===== config.mk =====
export PLATFORM = sky130hd
export DESIGN_NAME = id_exe_pipe_reg_flat
export DESIGN_NICKNAME = d
export VERILOG_FILES = /design/src/rtl/id_exe_pipe_reg_if.sv /design/src/rtl/id_exe_pipe_reg.sv /design/src/flat_wrapper.sv
export SDC_FILE = /design/constraint.sdc
export NUM_CORES = 1
export LEC_CHECK = 0
export BUFFER_PORTS_ARGS = -buffer_cell sky130_fd_sc_hd__buf_2
export CAP_MARGIN = 20
export CELL_PAD_IN_SITES_DETAIL_PLACEMENT = 1
export CELL_PAD_IN_SITES_GLOBAL_PLACEMENT = 1
export CORE_MARGIN = 1.5
export CORE_UTILIZATION = 36
export CTS_BUF_LIST = sky130_fd_sc_hd__clkbuf_4 sky130_fd_sc_hd__clkbuf_8
export CTS_CLUSTER_DIAMETER = 80
export DETAILED_ROUTE_END_ITERATION = 6
export PLACE_DENSITY = 0.89
export SETUP_SLACK_MARGIN = 0.02
export SLEW_MARGIN = 40
export SYNTH_ARGS = -nofsm -noshare
export SYNTH_HDL_FRONTEND = slang
export SYNTH_SLANG_ARGS = --single-unit

===== constraint.sdc =====
create_clock -name clk_i -period 2.3 [get_ports clk_i]
set_clock_uncertainty 0.15 [all_clocks]
set_input_delay 0.115 -clock clk_i [delete_from_list [all_inputs] [get_ports clk_i]]
set_output_delay 0.115 -clock clk_i [all_outputs]
set_load 0.01 [all_outputs]

===== src/rtl/id_exe_pipe_reg_if.sv =====
// ID/EXE boundary bundle: ID-side operands and control in, EXE-side registered copies out.
// The slave modport belongs to the pipeline register and the master modport to the surrounding pipeline.
interface id_exe_pipe_reg_if #(
    parameter int unsigned XLEN  = 32,
    parameter int unsigned CNT_W = 16
);
    logic             suspend_i;
    logic             flush_i;
    logic             id_valid_i;
    logic [XLEN-1:0]  pc_i;
    logic [XLEN-1:0]  rd1_i;
    logic [XLEN-1:0]  rd2_i;
    logic [XLEN-1:0]  imm_i;
    logic [4:0]       rR1_i;
    logic [4:0]       rR2_i;
    logic [4:0]       wr_i;
    logic             detect_r1_i;
    logic             detect_r2_i;
    logic             reg_we_i;
    logic             mem_we_i;
    logic             is_load_i;
    logic             is_sb_i;
    logic [3:0]       alu_op_i;
    logic [1:0]       wb_sel_i;
    logic             wb_we_i;
    logic [4:0]       wb_wr_i;
    logic [XLEN-1:0]  wb_data_i;

    logic [XLEN-1:0]  pc_o;
    logic [XLEN-1:0]  rd1_o;
    logic [XLEN-1:0]  rd2_o;
    logic [XLEN-1:0]  imm_o;
    logic [4:0]       rR1_o;
    logic [4:0]       rR2_o;
    logic [4:0]       wr_o;
    logic             detect_r1_o;
    logic             detect_r2_o;
    logic             reg_we_o;
    logic             mem_we_o;
    logic             is_load_o;
    logic             is_sb_o;
    logic [3:0]       alu_op_o;
    logic [1:0]       wb_sel_o;
    logic             ex_valid_o;
    logic             stall_o;
    logic [CNT_W-1:0] stall_cnt_o;

    modport slave (
        input  suspend_i, flush_i, id_valid_i, pc_i, rd1_i, rd2_i, imm_i,
               rR1_i, rR2_i, wr_i, detect_r1_i, detect_r2_i, reg_we_i,
               mem_we_i, is_load_i, is_sb_i, alu_op_i, wb_sel_i,
               wb_we_i, wb_wr_i, wb_data_i,
        output pc_o, rd1_o, rd2_o, imm_o, rR1_o, rR2_o, wr_o,
               detect_r1_o, detect_r2_o, reg_we_o, mem_we_o, is_load_o,
               is_sb_o, alu_op_o, wb_sel_o, ex_valid_o, stall_o, stall_cnt_o
    );

    modport master (
        output suspend_i, flush_i, id_valid_i, pc_i, rd1_i, rd2_i, imm_i,
               rR1_i, rR2_i, wr_i, detect_r1_i, detect_r2_i, reg_we_i,
               mem_we_i, is_load_i, is_sb_i, alu_op_i, wb_sel_i,
               wb_we_i, wb_wr_i, wb_data_i,
        input  pc_o, rd1_o, rd2_o, imm_o, rR1_o, rR2_o, wr_o,
               detect_r1_o, detect_r2_o, reg_we_o, mem_we_o, is_load_o,
               is_sb_o, alu_op_o, wb_sel_o, ex_valid_o, stall_o, stall_cnt_o
    );
endinterface


===== src/rtl/id_exe_pipe_reg.sv =====
// ID/EXE pipeline register with load-use hold, branch squash, WB write snooping
// and a saturating stall-cycle counter.
module id_exe_pipe_reg #(
    parameter int unsigned XLEN  = 32,
    parameter int unsigned CNT_W = 16
) (
    input  logic            clk_i,
    input  logic            rst_i,
    id_exe_pipe_reg_if.slave bus
);

    logic             stall;
    logic             snoop_ok;
    logic [XLEN-1:0]  cap_rd1;
    logic [XLEN-1:0]  cap_rd2;
    logic [XLEN-1:0]  hold_rd1;
    logic [XLEN-1:0]  hold_rd2;
    logic [CNT_W-1:0] cnt_q;

    // Capture snoops against the incoming source registers; hold snoops against the held ones.
    always_comb begin
        stall    = bus.suspend_i & ~bus.flush_i;
        snoop_ok = bus.wb_we_i & (bus.wb_wr_i != 5'd0);
        cap_rd1  = (snoop_ok && (bus.wb_wr_i == bus.rR1_i)) ? bus.wb_data_i : bus.rd1_i;
        cap_rd2  = (snoop_ok && (bus.wb_wr_i == bus.rR2_i)) ? bus.wb_data_i : bus.rd2_i;
        hold_rd1 = (snoop_ok && (bus.wb_wr_i == bus.rR1_o)) ? bus.wb_data_i : bus.rd1_o;
        hold_rd2 = (snoop_ok && (bus.wb_wr_i == bus.rR2_o)) ? bus.wb_data_i : bus.rd2_o;
    end

    assign bus.stall_o     = stall;
    assign bus.stall_cnt_o = cnt_q;

    always_ff @(posedge clk_i or negedge rst_i) begin
        if (!rst_i) begin
            cnt_q           <= '0;
            bus.pc_o        <= '0;
            bus.rd1_o       <= '0;
            bus.rd2_o       <= '0;
            bus.imm_o       <= '0;
            bus.rR1_o       <= '0;
            bus.rR2_o       <= '0;
            bus.wr_o        <= '0;
            bus.detect_r1_o <= 1'b0;
            bus.detect_r2_o <= 1'b0;
            bus.reg_we_o    <= 1'b0;
            bus.mem_we_o    <= 1'b0;
            bus.is_load_o   <= 1'b0;
            bus.is_sb_o     <= 1'b0;
            bus.alu_op_o    <= '0;
            bus.wb_sel_o    <= '0;
            bus.ex_valid_o  <= 1'b0;
        end else begin
            if (stall && !(&cnt_q)) begin
                cnt_q <= cnt_q + CNT_W'(1);
            end

            if (bus.flush_i) begin
                // Datapath fields are left as-is; only what could cause a side effect is cleared.
                bus.ex_valid_o  <= 1'b0;
                bus.wr_o        <= '0;
                bus.detect_r1_o <= 1'b0;
                bus.detect_r2_o <= 1'b0;
                bus.reg_we_o    <= 1'b0;
                bus.mem_we_o    <= 1'b0;
                bus.is_load_o   <= 1'b0;
                bus.is_sb_o     <= 1'b0;
            end else if (bus.suspend_i) begin
                bus.rd1_o <= hold_rd1;
                bus.rd2_o <= hold_rd2;
            end else begin
                bus.pc_o        <= bus.pc_i;
                bus.rd1_o       <= cap_rd1;
                bus.rd2_o       <= cap_rd2;
                bus.imm_o       <= bus.imm_i;
                bus.rR1_o       <= bus.rR1_i;
                bus.rR2_o       <= bus.rR2_i;
                bus.alu_op_o    <= bus.alu_op_i;
                bus.wb_sel_o    <= bus.wb_sel_i;
                bus.ex_valid_o  <= bus.id_valid_i;
                bus.wr_o        <= bus.id_valid_i ? bus.wr_i : 5'd0;
                bus.detect_r1_o <= bus.id_valid_i & bus.detect_r1_i;
                bus.detect_r2_o <= bus.id_valid_i & bus.detect_r2_i;
                bus.reg_we_o    <= bus.id_valid_i & bus.reg_we_i;
                bus.mem_we_o    <= bus.id_valid_i & bus.mem_we_i;
                bus.is_load_o   <= bus.id_valid_i & bus.is_load_i;
                bus.is_sb_o     <= bus.id_valid_i & bus.is_sb_i;
            end
        end
    end

endmodule


===== src/flat_wrapper.sv =====
// flat-port wrapper written by rule: the top's interface ports become plain ports
module id_exe_pipe_reg_flat 
#(
    parameter int unsigned XLEN  = 32,
    parameter int unsigned CNT_W = 16
)
  (clk_i, rst_i, bus_suspend_i, bus_flush_i, bus_id_valid_i, bus_pc_i, bus_rd1_i, bus_rd2_i, bus_imm_i, bus_rR1_i, bus_rR2_i, bus_wr_i, bus_detect_r1_i, bus_detect_r2_i, bus_reg_we_i, bus_mem_we_i, bus_is_load_i, bus_is_sb_i, bus_alu_op_i, bus_wb_sel_i, bus_wb_we_i, bus_wb_wr_i, bus_wb_data_i, bus_pc_o, bus_rd1_o, bus_rd2_o, bus_imm_o, bus_rR1_o, bus_rR2_o, bus_wr_o, bus_detect_r1_o, bus_detect_r2_o, bus_reg_we_o, bus_mem_we_o, bus_is_load_o, bus_is_sb_o, bus_alu_op_o, bus_wb_sel_o, bus_ex_valid_o, bus_stall_o, bus_stall_cnt_o);
  id_exe_pipe_reg_if #(.XLEN(XLEN), .CNT_W(CNT_W)) bus_i ();
  input  logic clk_i;
  input  logic rst_i;
  input wire logic [$bits(bus_i.suspend_i)-1:0] bus_suspend_i;
  input wire logic [$bits(bus_i.flush_i)-1:0] bus_flush_i;
  input wire logic [$bits(bus_i.id_valid_i)-1:0] bus_id_valid_i;
  input wire logic [$bits(bus_i.pc_i)-1:0] bus_pc_i;
  input wire logic [$bits(bus_i.rd1_i)-1:0] bus_rd1_i;
  input wire logic [$bits(bus_i.rd2_i)-1:0] bus_rd2_i;
  input wire logic [$bits(bus_i.imm_i)-1:0] bus_imm_i;
  input wire logic [$bits(bus_i.rR1_i)-1:0] bus_rR1_i;
  input wire logic [$bits(bus_i.rR2_i)-1:0] bus_rR2_i;
  input wire logic [$bits(bus_i.wr_i)-1:0] bus_wr_i;
  input wire logic [$bits(bus_i.detect_r1_i)-1:0] bus_detect_r1_i;
  input wire logic [$bits(bus_i.detect_r2_i)-1:0] bus_detect_r2_i;
  input wire logic [$bits(bus_i.reg_we_i)-1:0] bus_reg_we_i;
  input wire logic [$bits(bus_i.mem_we_i)-1:0] bus_mem_we_i;
  input wire logic [$bits(bus_i.is_load_i)-1:0] bus_is_load_i;
  input wire logic [$bits(bus_i.is_sb_i)-1:0] bus_is_sb_i;
  input wire logic [$bits(bus_i.alu_op_i)-1:0] bus_alu_op_i;
  input wire logic [$bits(bus_i.wb_sel_i)-1:0] bus_wb_sel_i;
  input wire logic [$bits(bus_i.wb_we_i)-1:0] bus_wb_we_i;
  input wire logic [$bits(bus_i.wb_wr_i)-1:0] bus_wb_wr_i;
  input wire logic [$bits(bus_i.wb_data_i)-1:0] bus_wb_data_i;
  output wire logic [$bits(bus_i.pc_o)-1:0] bus_pc_o;
  output wire logic [$bits(bus_i.rd1_o)-1:0] bus_rd1_o;
  output wire logic [$bits(bus_i.rd2_o)-1:0] bus_rd2_o;
  output wire logic [$bits(bus_i.imm_o)-1:0] bus_imm_o;
  output wire logic [$bits(bus_i.rR1_o)-1:0] bus_rR1_o;
  output wire logic [$bits(bus_i.rR2_o)-1:0] bus_rR2_o;
  output wire logic [$bits(bus_i.wr_o)-1:0] bus_wr_o;
  output wire logic [$bits(bus_i.detect_r1_o)-1:0] bus_detect_r1_o;
  output wire logic [$bits(bus_i.detect_r2_o)-1:0] bus_detect_r2_o;
  output wire logic [$bits(bus_i.reg_we_o)-1:0] bus_reg_we_o;
  output wire logic [$bits(bus_i.mem_we_o)-1:0] bus_mem_we_o;
  output wire logic [$bits(bus_i.is_load_o)-1:0] bus_is_load_o;
  output wire logic [$bits(bus_i.is_sb_o)-1:0] bus_is_sb_o;
  output wire logic [$bits(bus_i.alu_op_o)-1:0] bus_alu_op_o;
  output wire logic [$bits(bus_i.wb_sel_o)-1:0] bus_wb_sel_o;
  output wire logic [$bits(bus_i.ex_valid_o)-1:0] bus_ex_valid_o;
  output wire logic [$bits(bus_i.stall_o)-1:0] bus_stall_o;
  output wire logic [$bits(bus_i.stall_cnt_o)-1:0] bus_stall_cnt_o;
  assign bus_i.suspend_i = bus_suspend_i;
  assign bus_i.flush_i = bus_flush_i;
  assign bus_i.id_valid_i = bus_id_valid_i;
  assign bus_i.pc_i = bus_pc_i;
  assign bus_i.rd1_i = bus_rd1_i;
  assign bus_i.rd2_i = bus_rd2_i;
  assign bus_i.imm_i = bus_imm_i;
  assign bus_i.rR1_i = bus_rR1_i;
  assign bus_i.rR2_i = bus_rR2_i;
  assign bus_i.wr_i = bus_wr_i;
  assign bus_i.detect_r1_i = bus_detect_r1_i;
  assign bus_i.detect_r2_i = bus_detect_r2_i;
  assign bus_i.reg_we_i = bus_reg_we_i;
  assign bus_i.mem_we_i = bus_mem_we_i;
  assign bus_i.is_load_i = bus_is_load_i;
  assign bus_i.is_sb_i = bus_is_sb_i;
  assign bus_i.alu_op_i = bus_alu_op_i;
  assign bus_i.wb_sel_i = bus_wb_sel_i;
  assign bus_i.wb_we_i = bus_wb_we_i;
  assign bus_i.wb_wr_i = bus_wb_wr_i;
  assign bus_i.wb_data_i = bus_wb_data_i;
  assign bus_pc_o = bus_i.pc_o;
  assign bus_rd1_o = bus_i.rd1_o;
  assign bus_rd2_o = bus_i.rd2_o;
  assign bus_imm_o = bus_i.imm_o;
  assign bus_rR1_o = bus_i.rR1_o;
  assign bus_rR2_o = bus_i.rR2_o;
  assign bus_wr_o = bus_i.wr_o;
  assign bus_detect_r1_o = bus_i.detect_r1_o;
  assign bus_detect_r2_o = bus_i.detect_r2_o;
  assign bus_reg_we_o = bus_i.reg_we_o;
  assign bus_mem_we_o = bus_i.mem_we_o;
  assign bus_is_load_o = bus_i.is_load_o;
  assign bus_is_sb_o = bus_i.is_sb_o;
  assign bus_alu_op_o = bus_i.alu_op_o;
  assign bus_wb_sel_o = bus_i.wb_sel_o;
  assign bus_ex_valid_o = bus_i.ex_valid_o;
  assign bus_stall_o = bus_i.stall_o;
  assign bus_stall_cnt_o = bus_i.stall_cnt_o;
  id_exe_pipe_reg #(.XLEN(XLEN), .CNT_W(CNT_W)) u_core (.clk_i(clk_i), .rst_i(rst_i), .bus(bus_i));
endmodule

==> results.yml <==
run_status:
  status: "completed"
sta:
  worstMarginPinSlew_ns: 0.590
  rsz0062_at_grt: "no"
  slew_headroom: 0.607
  timing.final.hold_violations: 0
  period_share: 0.983
  hold_ws_ns: 0.0597
  finalCriticalPeriod_ns: 2.26
  setup_viol: 0
  slew_viol_final: 0
  max_freq_ghz: 0.442
place:
  gp_congestion: 0.787
  dp_hpwl_mm: 18.1
  dp.cells: 1155
  io_buffers: 370
synth:
  synth_top_area_cell: "dfrtp_1"
  synthMuxAreaShare: 0.124
  ys_ff_latch: 172
  ys_warn_count: 0
  yosys.area_share.simple: 0.0914
  synth_top_cell_area_share: 0.584
  syn-instance-count: 527
  synth-xor-area-share: 0.0416
  syn_area_per_cell_um2: 14.0
  synth_edf_count: 0
  synth_area_leaders: "dfrtp_1, mux2_2, o221a_2"
  synth_fa_ha_area_frac: 0.00170
  syn-cell-area_um2: 7370
  ys_async_sr_fraction: 1.00
  synth_top_family_by_area: "compound AO/OA/AOI/OAI gates"
  syn_nets: 726
  ys.flop_type: "dfrtp_1"
  synth_seq_area_share: 0.584
  synth.distinct_cells: 37
  synth-compound-area-share: 0.127
die:
  die-area_um2: 21300
  dieHeight_um: 146
  coreArea_um2: 20200
  die_w_um: 146
  std_cell_rows: 52
  ios: 371
  initial_core_util: 0.365
grt:
  first_global_vias: 8520
  antenna_found_initial: 7
  grt_max_degree: 67
  grt_overflow: 0
  grt.total_usage: 0.312
  grt_pass1_wl_mm: 50.5
setup_path:
  critical_path_class: "flop to flop"
  cp_slowest_stage_delay_ns: 0.47
  end_kind: "flop"
  critPathLaunchType: "flop"
  path_max_fanout: 22
  critical_path_arrival_ns: 2.44
  cp.required_ns: 2.48
  crit_chain: "xnor2_2, nand3_1, or4_4, a2bb2oi_4, buf_8, o221a_2"
  critPathSlowestCell: "or4_4"
pwr:
  power_density_nw_per_um2: 680
  max-vdd-ir-drop_mv: 0.412
  p_leak_nw: 5.58
cells_and_area:
  areaGrowthSynthToFinish_pct: 64.2
  ff_latch_area_um2: 4300
  fin_nets: 1303
  fin_util: 0.600
  layout_common_cells: "buf_2, dlygate4sd3_1, dfrtp_1"
  multiInputGateArea_um2: 2900
  drive_above_1_share: 0.558
  fill_cells: 2172
  layout_commonest_cell: "buf_2"
  layoutNonFillerInstCount: 1392
clocking:
  cts_tree: "yes"
  worstSkewPairLatency_ns: 0.46
  htreeDepth: 4
  cts_buffer_depth: 2
  clkSinkCount: 172
  clk_pin_slew_ns: 0.10
  cts-root-buf: "clkbuf_8"
  numCtsBuffers: 17
routing:
  ant_nets: 0
  wl_per_cell_um: 24.7
  viasPerCell: 5.21
  firstDrtPassIters: 4
  vias: 7256
  routed_wl_mm: 34.3
  initialDrtViolationCount: 218
  route.detailed.drc: 0
worst_hold_path:
  hold_class: "primary input to async pin"
flow_run:
  drv_cap: 0
sequential cells by signal, indices dropped and copies added, names as in the netlist:
signal and cells:
u_core.bus.rd1_o 32, u_core.bus.rR2_o 5, u_core.bus.stall_cnt_o 16, u_core.bus.ex_valid_o 1
u_core.bus.reg_we_o 1, u_core.bus.detect_r2_o 1, u_core.bus.is_sb_o 1, u_core.bus.wb_sel_o 2
u_core.bus.mem_we_o 1, u_core.bus.alu_op_o 4, u_core.bus.wr_o 5, u_core.bus.imm_o 32
u_core.bus.pc_o 32, u_core.bus.rd2_o 32, u_core.bus.is_load_o 1, u_core.bus.rR1_o 5
u_core.bus.detect_r1_o 1
worst max-delay path: cells and delay by family (launching register included):
kind	cells	cell delay, ns
simple gates	2	0.58
xor+xnor	1	0.19
compound gates	2	0.52
buf+inv	1	0.22
flops	1	0.45
routing by layer:
layer  wire length, µm  share of wire  global-route usage  up-vias
li1                  -              -                   -     3081
met1             11800           0.34               0.314     3682
met2             18900           0.55               0.590      375
met3              1870          0.054              0.0681      118
met4              1690          0.049               0.180        0
met5                 0              0                   0        -
Yosys cell counts (4+ instances only):
cell type	number
o221a_2	59
nand2b_1	34
o221a_1	5
buf_6	7
a22oi_1	11
mux2_2	81
xnor2_1	23
nor3_1	4
nor2_1	16
or2_2	32
clkbuf_1	9
nand2_1	5
nand3_1	8
buf_2	20
xor2_1	12
dfrtp_1	172
cells by family (layout without fill, tap and decap cells):
logic type | count (synthesis) | count (layout)
buffers and inverters | 38 | 626
and+or+nand+nor | 114 | 114
AOI/OAI and AO/OA | 86 | 86
xor gates and xnor gates | 35 | 35
muxes | 81 | 81
DFF | 172 | 172
adders and majority gates | 1 | 1
other | 0 | 7
worst paths after layout:
path                                            from                    endpoint  slack (ns)  cells past startpoint
max                              u_core.bus.rR2_o[1]        u_core.bus.rd2_o[10]        0.04                      6
min                                            rst_i  u_core.bus.stall_cnt_o[14]        0.06                      2
max reg2reg                      u_core.bus.rR2_o[1]        u_core.bus.rd2_o[10]        0.04                      6
min reg2reg                u_core.bus.stall_cnt_o[9]   u_core.bus.stall_cnt_o[9]        0.36                      1
max in group asynchronous                      rst_i      u_core.bus.alu_op_o[1]        1.22                      3
min in group clk_i                    bus_id_valid_i       u_core.bus.ex_valid_o        0.08                      5
timing repair:
action / 4_1_cts / 5_1_grt
hold buffers: 190 / 0
gates cloned: 0 / 3
resized for setup: 0 / 3
endpoints found under the setup margin: 18 / 38
pin swaps: 1 / 5
setup buffers: 1 / 6
hold endpoints to repair: 328 / 0
metrics by stage:
step | setup WS (ns) | power [mW] | setup TNS, ns | area [µm²]
after floorplan | 0.299 | 4.62 | 0 | 7370
after global placement | -0.141 | 5.48 | -8.36 | 9600
after detailed placement | 0.00813 | 5.59 | 0 | 9660
after CTS | 0.0844 | 8.01 | 0 | 11900
after global routing | 0.0174 | 8.53 | 0 | 12100
final | 0.0397 | 8.22 | 0 | 12100
power breakdown:
group          switching, mW  internal (mW)
logic                   1.05           1.17
clock network           1.29          0.913
registers              0.353           3.45
total                   2.69           5.53
layout make-up:
type | count | share of cell area
diodes | 7 | 0.00145
clock buffers | 18 | 0.0205
clock inverters | 12 | 0.0108
inverters | 1 | 0.000310
multi-input cells | 317 | 0.240
flip-flops and latches | 172 | 0.356
well taps | 270 | 0.0279
repair buffers | 595 | 0.344
Power figures use the tool's default switching activity.
